File: src/rtl/rbk_grp_pkg.sv
// Shared definitions for the RUBIK ping-pong group controller:
// status codes, FSM states, default group-space offsets and a status helper.
package rbk_grp_pkg;

  localparam logic [1:0] IDLE    = 2'd0;
  localparam logic [1:0] RUNNING = 2'd1;
  localparam logic [1:0] PENDING = 2'd2;

  typedef enum logic [1:0] {
    S_IDLE = 2'd0,
    S_RUN  = 2'd1,
    S_GAP  = 2'd2
  } grp_state_e;

  localparam logic [11:0] DEF_OP_EN_OFFSET = 12'h008;
  localparam logic [11:0] DEF_GRP_FIRST    = 12'h008;
  localparam logic [11:0] DEF_GRP_LAST     = 12'h0FC;

  // Status of group g given its op_en bit and the current consumer pointer.
  function automatic logic [1:0] grp_status(input logic op_en, input logic consumer,
                                            input logic g);
    logic [1:0] st;
    st = IDLE;
    if (op_en) begin
      st = (consumer == g) ? RUNNING : PENDING;
    end
    return st;
  endfunction

endpackage

File: src/rtl/rbk_group_ctrl.sv
// Ping-pong group controller: tracks per-group op_en, routes CSB writes to the
// producer group, launches/retires layers on the core. Strobes are 0-latency.
module rbk_group_ctrl
  import rbk_grp_pkg::*;
#(
  parameter logic [11:0] OP_EN_OFFSET = DEF_OP_EN_OFFSET,
  parameter logic [11:0] GRP_FIRST    = DEF_GRP_FIRST,
  parameter logic [11:0] GRP_LAST     = DEF_GRP_LAST
) (
  input  logic        nvdla_core_clk,
  input  logic        nvdla_core_rstn,
  input  logic [11:0] reg_offset,
  input  logic [31:0] reg_wr_data,
  input  logic        reg_wr_en,
  input  logic        producer,
  input  logic        dp2reg_done,
  output logic        consumer,
  output logic [1:0]  status_0,
  output logic [1:0]  status_1,
  output logic        reg2dp_op_en,
  output logic        reg_wr_en_g0,
  output logic        reg_wr_en_g1,
  output logic        err_done_unexp,
  output logic        err_wr_blocked
);

  grp_state_e state_q, state_d;
  logic [1:0] op_en_q, op_en_d;
  logic       consumer_q, consumer_d;
  logic       op_en_out_q, op_en_out_d;
  logic       err_done_q, err_done_d;
  logic       err_wr_q, err_wr_d;

  logic       in_grp;
  logic       is_op_en;
  logic       op_wr;
  logic [1:0] prod_status;
  logic [1:0] grp_pass;
  logic       unused_wr_data;

  assign unused_wr_data = ^reg_wr_data[31:1];

  assign in_grp   = (reg_offset >= GRP_FIRST) && (reg_offset <= GRP_LAST);
  assign is_op_en = (reg_offset == OP_EN_OFFSET);
  assign op_wr    = reg_wr_en && is_op_en;

  assign prod_status = grp_status(op_en_q[producer], consumer_q, producer);

  // The op_en register itself stays writable while its group is enabled.
  assign grp_pass[0] = !op_en_q[0] || is_op_en;
  assign grp_pass[1] = !op_en_q[1] || is_op_en;

  assign reg_wr_en_g0 = reg_wr_en && in_grp && (producer == 1'b0) && grp_pass[0];
  assign reg_wr_en_g1 = reg_wr_en && in_grp && (producer == 1'b1) && grp_pass[1];

  always_comb begin
    state_d     = state_q;
    op_en_d     = op_en_q;
    consumer_d  = consumer_q;
    op_en_out_d = op_en_out_q;
    err_done_d  = err_done_q;
    err_wr_d    = err_wr_q;

    if (reg_wr_en && in_grp && !grp_pass[producer]) begin
      err_wr_d = 1'b1;
    end

    if (op_wr) begin
      if (reg_wr_data[0]) begin
        op_en_d[producer] = 1'b1;
      end else if (prod_status != RUNNING) begin
        op_en_d[producer] = 1'b0;
      end
    end

    // Done retirement is applied after the op_en write so that it wins.
    case (state_q)
      S_IDLE: begin
        if (dp2reg_done) begin
          err_done_d = 1'b1;
        end
        if (op_en_q[consumer_q]) begin
          state_d     = S_RUN;
          op_en_out_d = 1'b1;
        end
      end
      S_RUN: begin
        if (dp2reg_done) begin
          op_en_d[consumer_q] = 1'b0;
          consumer_d          = !consumer_q;
          op_en_out_d         = 1'b0;
          state_d             = S_GAP;
        end
      end
      S_GAP: begin
        if (dp2reg_done) begin
          err_done_d = 1'b1;
        end
        state_d = S_IDLE;
      end
      default: begin
        state_d     = S_IDLE;
        op_en_out_d = 1'b0;
      end
    endcase
  end

  always_ff @(posedge nvdla_core_clk or negedge nvdla_core_rstn) begin
    if (!nvdla_core_rstn) begin
      state_q     <= S_IDLE;
      op_en_q     <= 2'b00;
      consumer_q  <= 1'b0;
      op_en_out_q <= 1'b0;
      err_done_q  <= 1'b0;
      err_wr_q    <= 1'b0;
    end else begin
      state_q     <= state_d;
      op_en_q     <= op_en_d;
      consumer_q  <= consumer_d;
      op_en_out_q <= op_en_out_d;
      err_done_q  <= err_done_d;
      err_wr_q    <= err_wr_d;
    end
  end

  assign consumer       = consumer_q;
  assign status_0       = grp_status(op_en_q[0], consumer_q, 1'b0);
  assign status_1       = grp_status(op_en_q[1], consumer_q, 1'b1);
  assign reg2dp_op_en   = op_en_out_q;
  assign err_done_unexp = err_done_q;
  assign err_wr_blocked = err_wr_q;

endmodule

File: config.mk
export PLATFORM = sky130hd
export DESIGN_NAME = rbk_group_ctrl
export DESIGN_NICKNAME = d
export VERILOG_FILES = /design/src/rtl/rbk_grp_pkg.sv /design/src/rtl/rbk_group_ctrl.sv
export SDC_FILE = /design/constraint.sdc
export NUM_CORES = 1
export LEC_CHECK = 0
export CAP_MARGIN = 10
export CORE_UTILIZATION = 26
export CTS_CLUSTER_DIAMETER = 80
export DETAILED_ROUTE_END_ITERATION = 10
export GPL_ROUTABILITY_DRIVEN = 0
export PLACE_DENSITY = 0.76
export SYNTH_ARGS = -nofsm -noshare
export SYNTH_HDL_FRONTEND = slang
export SYNTH_SLANG_ARGS = --single-unit
File: constraint.sdc
create_clock -name nvdla_core_clk -period 1.3 [get_ports nvdla_core_clk]
set_clock_uncertainty 0.05 [all_clocks]
set_input_delay 0.195 -clock nvdla_core_clk [delete_from_list [all_inputs] [get_ports nvdla_core_clk]]
set_output_delay 0.195 -clock nvdla_core_clk [all_outputs]
set_load 0.05 [all_outputs]
---- After elaboration in Yosys (flattened, before gate mapping) ----
Cells that the tools add are included.
storage, ports and cells
  word-level logic and storage cells ...... 75
  output and inout bits ................... 10
  register bits after elaboration ......... 8
cells by class
  equal/unequal tests ..................... 7
  order comparisons ....................... 6
  bitwise gates (word level) .............. 7
  reductions and logical operators ........ 22
  mux-type cells .......................... 27
operator list
  operator               count
  $mux W2                13
  $eq A12 B4 Y1 const B  1
  $ge A12 B4 Y1 const B  1
  $le A12 B8 Y1 const B  1
  $logic_and A1 B1 Y1    10
  $mux W1                10
  $reduce_and A2 Y1      3
  $and A2 B2 Y2          2
  $logic_not A1 Y1       4
  $lt A1 B2 Y1 const B   2
  $ne A2 B2 Y1 const B   2
  $not A2 Y2             2
  $pmux W2 S2            1
  $pmux W1 S3            1
  $reduce_and A3 Y1      1
  $demux W1 S1           2
  $eq A2 B1 Y1 const B   1
  $eq A2 B2 Y1 const B   1
  $ge A1 B1 Y1 const B   2
  $logic_not A2 Y1       1
  $logic_or A1 B1 Y1     2
  $ne A2 B1 Y1 const B   1
  $not A1 Y1             2
  $or A2 B2 Y2           1
  other kinds (2)        2

---- Depth between registers and ports, before layout ----
  depth after elaboration ................. 12
  depth in mapped cells ................... 5

---- Worst setup path before layout ----
No wires, ideal clock.
  path type ............................... input to output
  start ................................... input port reg_offset[4]
  end ..................................... output port reg_wr_en_g0
  stages .................................. 3
  slack ................................... -759 ps
  data required time ...................... 1055 ps
  buffers on the path ..................... 0
  arrival time ............................ 1814 ps
  cell sequence ........................... nor4_4 -> nand3_1 -> a2111oi_2
between the ends
  longest elaborated chain between the ends .. 5
  elaborated cells between the ends (all ways) .. 8
  classes of those cells .................. order compare: 2; eq/ne: 1; reduce/logical: 5
RTL lines
  what                                                   line                  source
  from (decl)                                            rbk_group_ctrl.sv:12  input logic [11:0] reg_offset,
  $ge A12 B4 Y1 / $le A12 B8 Y1 (equally long branches)  rbk_group_ctrl.sv:43  assign in_grp = (reg_offset >= GRP_FIRST) && (reg_offset <= GRP_LAST);
  $logic_and A1 B1 Y1                                    rbk_group_ctrl.sv:43
  $logic_and A1 B1 Y1 (2 in series)                      rbk_group_ctrl.sv:53  assign reg_wr_en_g0 = reg_wr_en && in_grp && (producer == 1'b0) && grp_pass[0];
  $logic_and A1 B1 Y1 (*)                                rbk_group_ctrl.sv:53
  to (decl)                                              rbk_group_ctrl.sv:21  output logic reg_wr_en_g0,
Mark *: on every way between the ends. The rest lies on a longest branch, timed or not.

---- Worst setup path after layout ----
  start ................................... input port reg_offset[10]
  end ..................................... output port reg_wr_en_g0
Same word-level chain as after synthesis.

==> metrics.md <==
| Metric | Value |
|---|---|
| Global-route wire length before repair | `about 2.3 mm` |
| Number of buffers added on ports | `27` |
| All-layer global routing usage | `between 15 and 20%` |
| CTS root buf | `sky130_fd_sc_hd__clkbuf_4` |
| Crit Reg-Reg Startpoint | `op_en_q[1]$_DFF_PN0_` |
| Floorplan core area | `between 1500 and 2000 um2` |
| Share of the synthesized area in compound gates (AO/OA/AOI/OAI) | `21.8%` |
| Leakage | `0.450 nW` |
| Least-Margin Pin Slew | `between 0.5 and 0.6 ns` |
| Share of synthesized cell area in and, or, nand and nor gates | `between 20% and 30%` |
| Total power after layout | `between 0.9 and 1 mW` |
| Net switching power of the design | `between 0.3 and 0.4 mW` |
| Fraction of synthesized cell area in xor and xnor cells | `1.73%` |
| Sw Share | `35.6%` |
| Mean area per synthesized cell | `between 10 and 15 um2` |
| Count of vias placed by the detailed router | `577` |
| Register bit total from synthesis | `8` |
| Count of pins over their slew limit | `0` |
| CP Launch Type | `primary input` |
| Synth area leaders | `sky130_fd_sc_hd__dfrtp_1 (40%), sky130_fd_sc_hd__nor4_4 (8.4%), sky130_fd_sc_hd__a2111oi_2 (5.9%), sky130_fd_sc_hd__o2bb2ai_1 (3.5%), sky130_fd_sc_hd__inv_1 (3.0%)` |
| Class of the most critical setup path | `in -> out` |
| Mapped Area | `about 500 um2` |
| Clock tree from TritonCTS | `done` |
| CTS clock-pin slew for the worst setup and hold paths | `0.06 ns` |
| Total wire length after detailed routing | `around 1.5 mm` |
| Minimum setup slack after placement | `-0.746 ns` |
| Cell-internal power | `0.616 mW` |
| Combinational family with the most area after synthesis | `simple AND/OR/NAND/NOR gates` |
| Layout overhead on the synthesized area | `118%` |
| Number of violations reported at the end of detailed-routing iteration 0 | `5` |
| Required time reported for the critical path endpoint | `1.05 ns` |
| Worst hold path type | `in -> async` |
| Die H | `46.1 um` |
| Cells after Synth | `48` |
| Largest voltage drop on the vdd net | `~0.00044 V` |
| Share of the clock period used by the worst path | `127%` |
| Worst Hold Slack | `~0.15 ns` |
| Library cell with the largest summed area after synthesis | `sky130_fd_sc_hd__dfrtp_1` |
| Number of nets in the layout | `about 140` |
| Average detailed-routed wire length per instance | `13.0 um` |
| Worst R2R Setup Slack | `0 ns` |
| Final setup fails | `7` |
| Placement Cell Area | `around 1000 um2` |
| Data arrival time of the critical path | `roughly 1.4 ns` |
| Distinct cell type count of the synthesized netlist | `27` |
| Clk buf depth | `2` |
| Final Critical Period | `approximately 1.7 ns` |
| Total clock buffers created by CTS | `3` |
| Number of synthesized flops with an enable pin | `0` |
| Total iterations of the first detailed-routing run | `4` |
| Layout Utilization | `61.9%` |
| Setup crit end kind | `output pin` |
| Number of hold violations in the final report | `0` |
| Synth Flop Type | `sky130_fd_sc_hd__dfrtp_1` |
| Fraction of synthesis flops using an asynchronous set or reset pin | `100%` |
| Overall overflow remaining after global route | `0` |
| Number of warnings issued by yosys | `0` |
| Setup repair after global routing missed its margin | `yes` |
| Pin count of the biggest net entering global routing | `9` |
| Portion of total power attributed to sequential cells | `35.7%` |
| Share of Yosys cell area claimed by the top area cell type | `around 40%` |
| Die Span X | `~46 um` |
| Proportion of synthesized area in mux cells | `~4.2%` |
| Library cell with the highest instance count after synthesis | `sky130_fd_sc_hd__dfrtp_1` |
| Antenna violations before repair | `0` |
| Clock H-tree levels | `1` |
| Proportion of power drawn by the clock network | `between 20 and 25%` |
| Via-to-Cell Ratio | `~5.0` |
| Area of the die | `2120 um2` |
| Share of layout cells above drive strength 1 | `between 50% and 60%` |
| Antenna cells | `0` |
| Top-level I/O count | `59` |
| Arithmetic-cell share of the synthesized area counting full adders, half adders and majority gates | `0%` |
| Net count of the mapped netlist | `between 90 and 100` |
| CTS Sinks | `8` |
| Violated checks | `negative setup slack` |
| Source-to-sink clock delay at the later pin of the worst-skew pair | `between 0.2 and 0.3 ns` |
| Reg-to-reg critical path endpoint | `err_wr_blocked$_DFFE_PN0P_` |
| Min setup slack post-route | `-0.353 ns` |
| Sequential-to-total area share from yosys stat | `just under 40%` |
| Vias in the first global route | `~530` |
| Cell Pwr Density | `~870 nW/um2` |
| Detailed-placement wirelength estimate | `approximately 1.2 mm` |
| Crit path from | `reg_offset[10]` |
| Fill cells | `between 100 and 150` |
| Peak Freq | `605 MHz` |
| Antenna-violating nets left | `0` |
| Outcome | `finished, violations left` |
| Top cells by instance count after synthesis | `sky130_fd_sc_hd__dfrtp_1 (8), sky130_fd_sc_hd__inv_1 (4), sky130_fd_sc_hd__nor2_1 (4)` |
| Count of standard-cell rows | `15` |
| Drc violations | `0` |
| Worst Reg-to-Reg Cells | `4` |
| Worst-path fanout max | `3` |
| Comb pwr share | `a little over two fifths` |
| Total of max-cap violations | `0` |
| Final instance area | `1100 um2` |
| Remaining max-slew budget at the tightest pin | `61.3%` |
| Starting utilization of the core area | `roughly 28%` |
-- sequential cells by signal, indices dropped and copies added (netlist names) --
name            count
consumer            1
state_q             2
reg2dp_op_en        1
err_done_unexp      1
op_en_q             2
err_wr_blocked      1
-- power groups by stage --
stage	Clock, mW	Combinational [mW]	Sequential, mW
floorplan	0	0.129	0.363
global placement	0	0.315	0.349
CTS	0.221	0.389	0.331
detailed placement	0	0.321	0.350
finish	0.212	0.404	0.341
global route	0.231	0.424	0.344
-- worst max-delay path: stages --
cell and delay (ns):
sky130_fd_sc_hd__buf_6 0.09, sky130_fd_sc_hd__nor4_4 0.34, sky130_fd_sc_hd__nand3_2 0.20, sky130_fd_sc_hd__a2111oi_4 0.39, sky130_fd_sc_hd__buf_12 0.18
-- cells in the final DEF, fill, tap and decap left out, types with 2 or more instances in the layout --
cell | Yosys | layout
sky130_fd_sc_hd__clkdlybuf4s50_1 | 0 | 5
sky130_fd_sc_hd__buf_12 | 0 | 10
sky130_fd_sc_hd__clkdlybuf4s15_1 | 0 | 2
sky130_fd_sc_hd__buf_4 | 0 | 9
sky130_fd_sc_hd__o2bb2ai_1 | 2 | 2
sky130_fd_sc_hd__nor2b_4 | 0 | 2
sky130_fd_sc_hd__and2_4 | 0 | 2
sky130_fd_sc_hd__a31oi_1 | 2 | 2
sky130_fd_sc_hd__nor4_4 | 2 | 2
sky130_fd_sc_hd__nor2_1 | 4 | 3
sky130_fd_sc_hd__a21oi_1 | 2 | 2
sky130_fd_sc_hd__clkbuf_4 | 0 | 3
sky130_fd_sc_hd__buf_2 | 1 | 6
sky130_fd_sc_hd__inv_1 | 4 | 4
sky130_fd_sc_hd__a2111oi_4 | 0 | 2
sky130_fd_sc_hd__dfrtp_1 | 8 | 7
sky130_fd_sc_hd__buf_6 | 0 | 7
-- how the worst max path moves through the flow --
stage,endpoint,slack (ns),cells past startpoint
after detailed placement,reg_wr_en_g0,-0.75,5
after floorplan,reg_wr_en_g0,-0.36,3
final,reg_wr_en_g0,-0.35,5
after global placement,reg_wr_en_g1,-0.71,5
after CTS,reg_wr_en_g0,-0.43,5
after global routing,reg_wr_en_g0,-0.47,5
-- cells by family (layout without fill, tap and decap cells) --
group	count (synthesis)	count (layout)
mux	2	2
buf+inv	5	48
compound gates	13	13
flops	8	8
simple gates	19	19
xor+xnor	1	1
-- per-stage QoR --
| stage | TNS, ns | std cells |
|---|---|---|
| 2_1_floorplan | -0.729 | 48 |
| 3_3_place_gp | -2.88 | 106 |
| 3_5_place_dp | -3.10 | 106 |
| 4_1_cts | -1.03 | 114 |
| 5_1_grt | -1.25 | 116 |
| 6_report | -0.909 | 116 |
-- timing repair --
item,in CTS,in global routing
pin swaps,6,3
hold buffers,0,0
setup buffers,4,2
endpoints found under the setup margin,9,9
gates resized for setup,51,6
-- per-layer routing --
| layer | part of all wire (%) | GRT usage [%] | up-vias |
|---|---|---|---|
| met5 | 0 | 0 | - |
| met4 | 3.3 | 13.5 | 0 |
| met3 | 4.6 | 2.35 | 5 |
| met2 | 54 | 26.5 | 26 |
| met1 | 38 | 18.7 | 275 |
| li1 | - | - | 271 |
-- cell type report --
cell class	count	area [um2]	area share (%)
Tap cell	25	31.3	2.83
Multi-Input combinational cell	35	372	33.7
Timing Repair Buffer	40	458	41.5
Clock buffer	4	26.3	2.38
Inverter	4	15.0	1.36
Sequential cell	8	201	18.3
No activity file was read; power rests on OpenSTA's default activity.
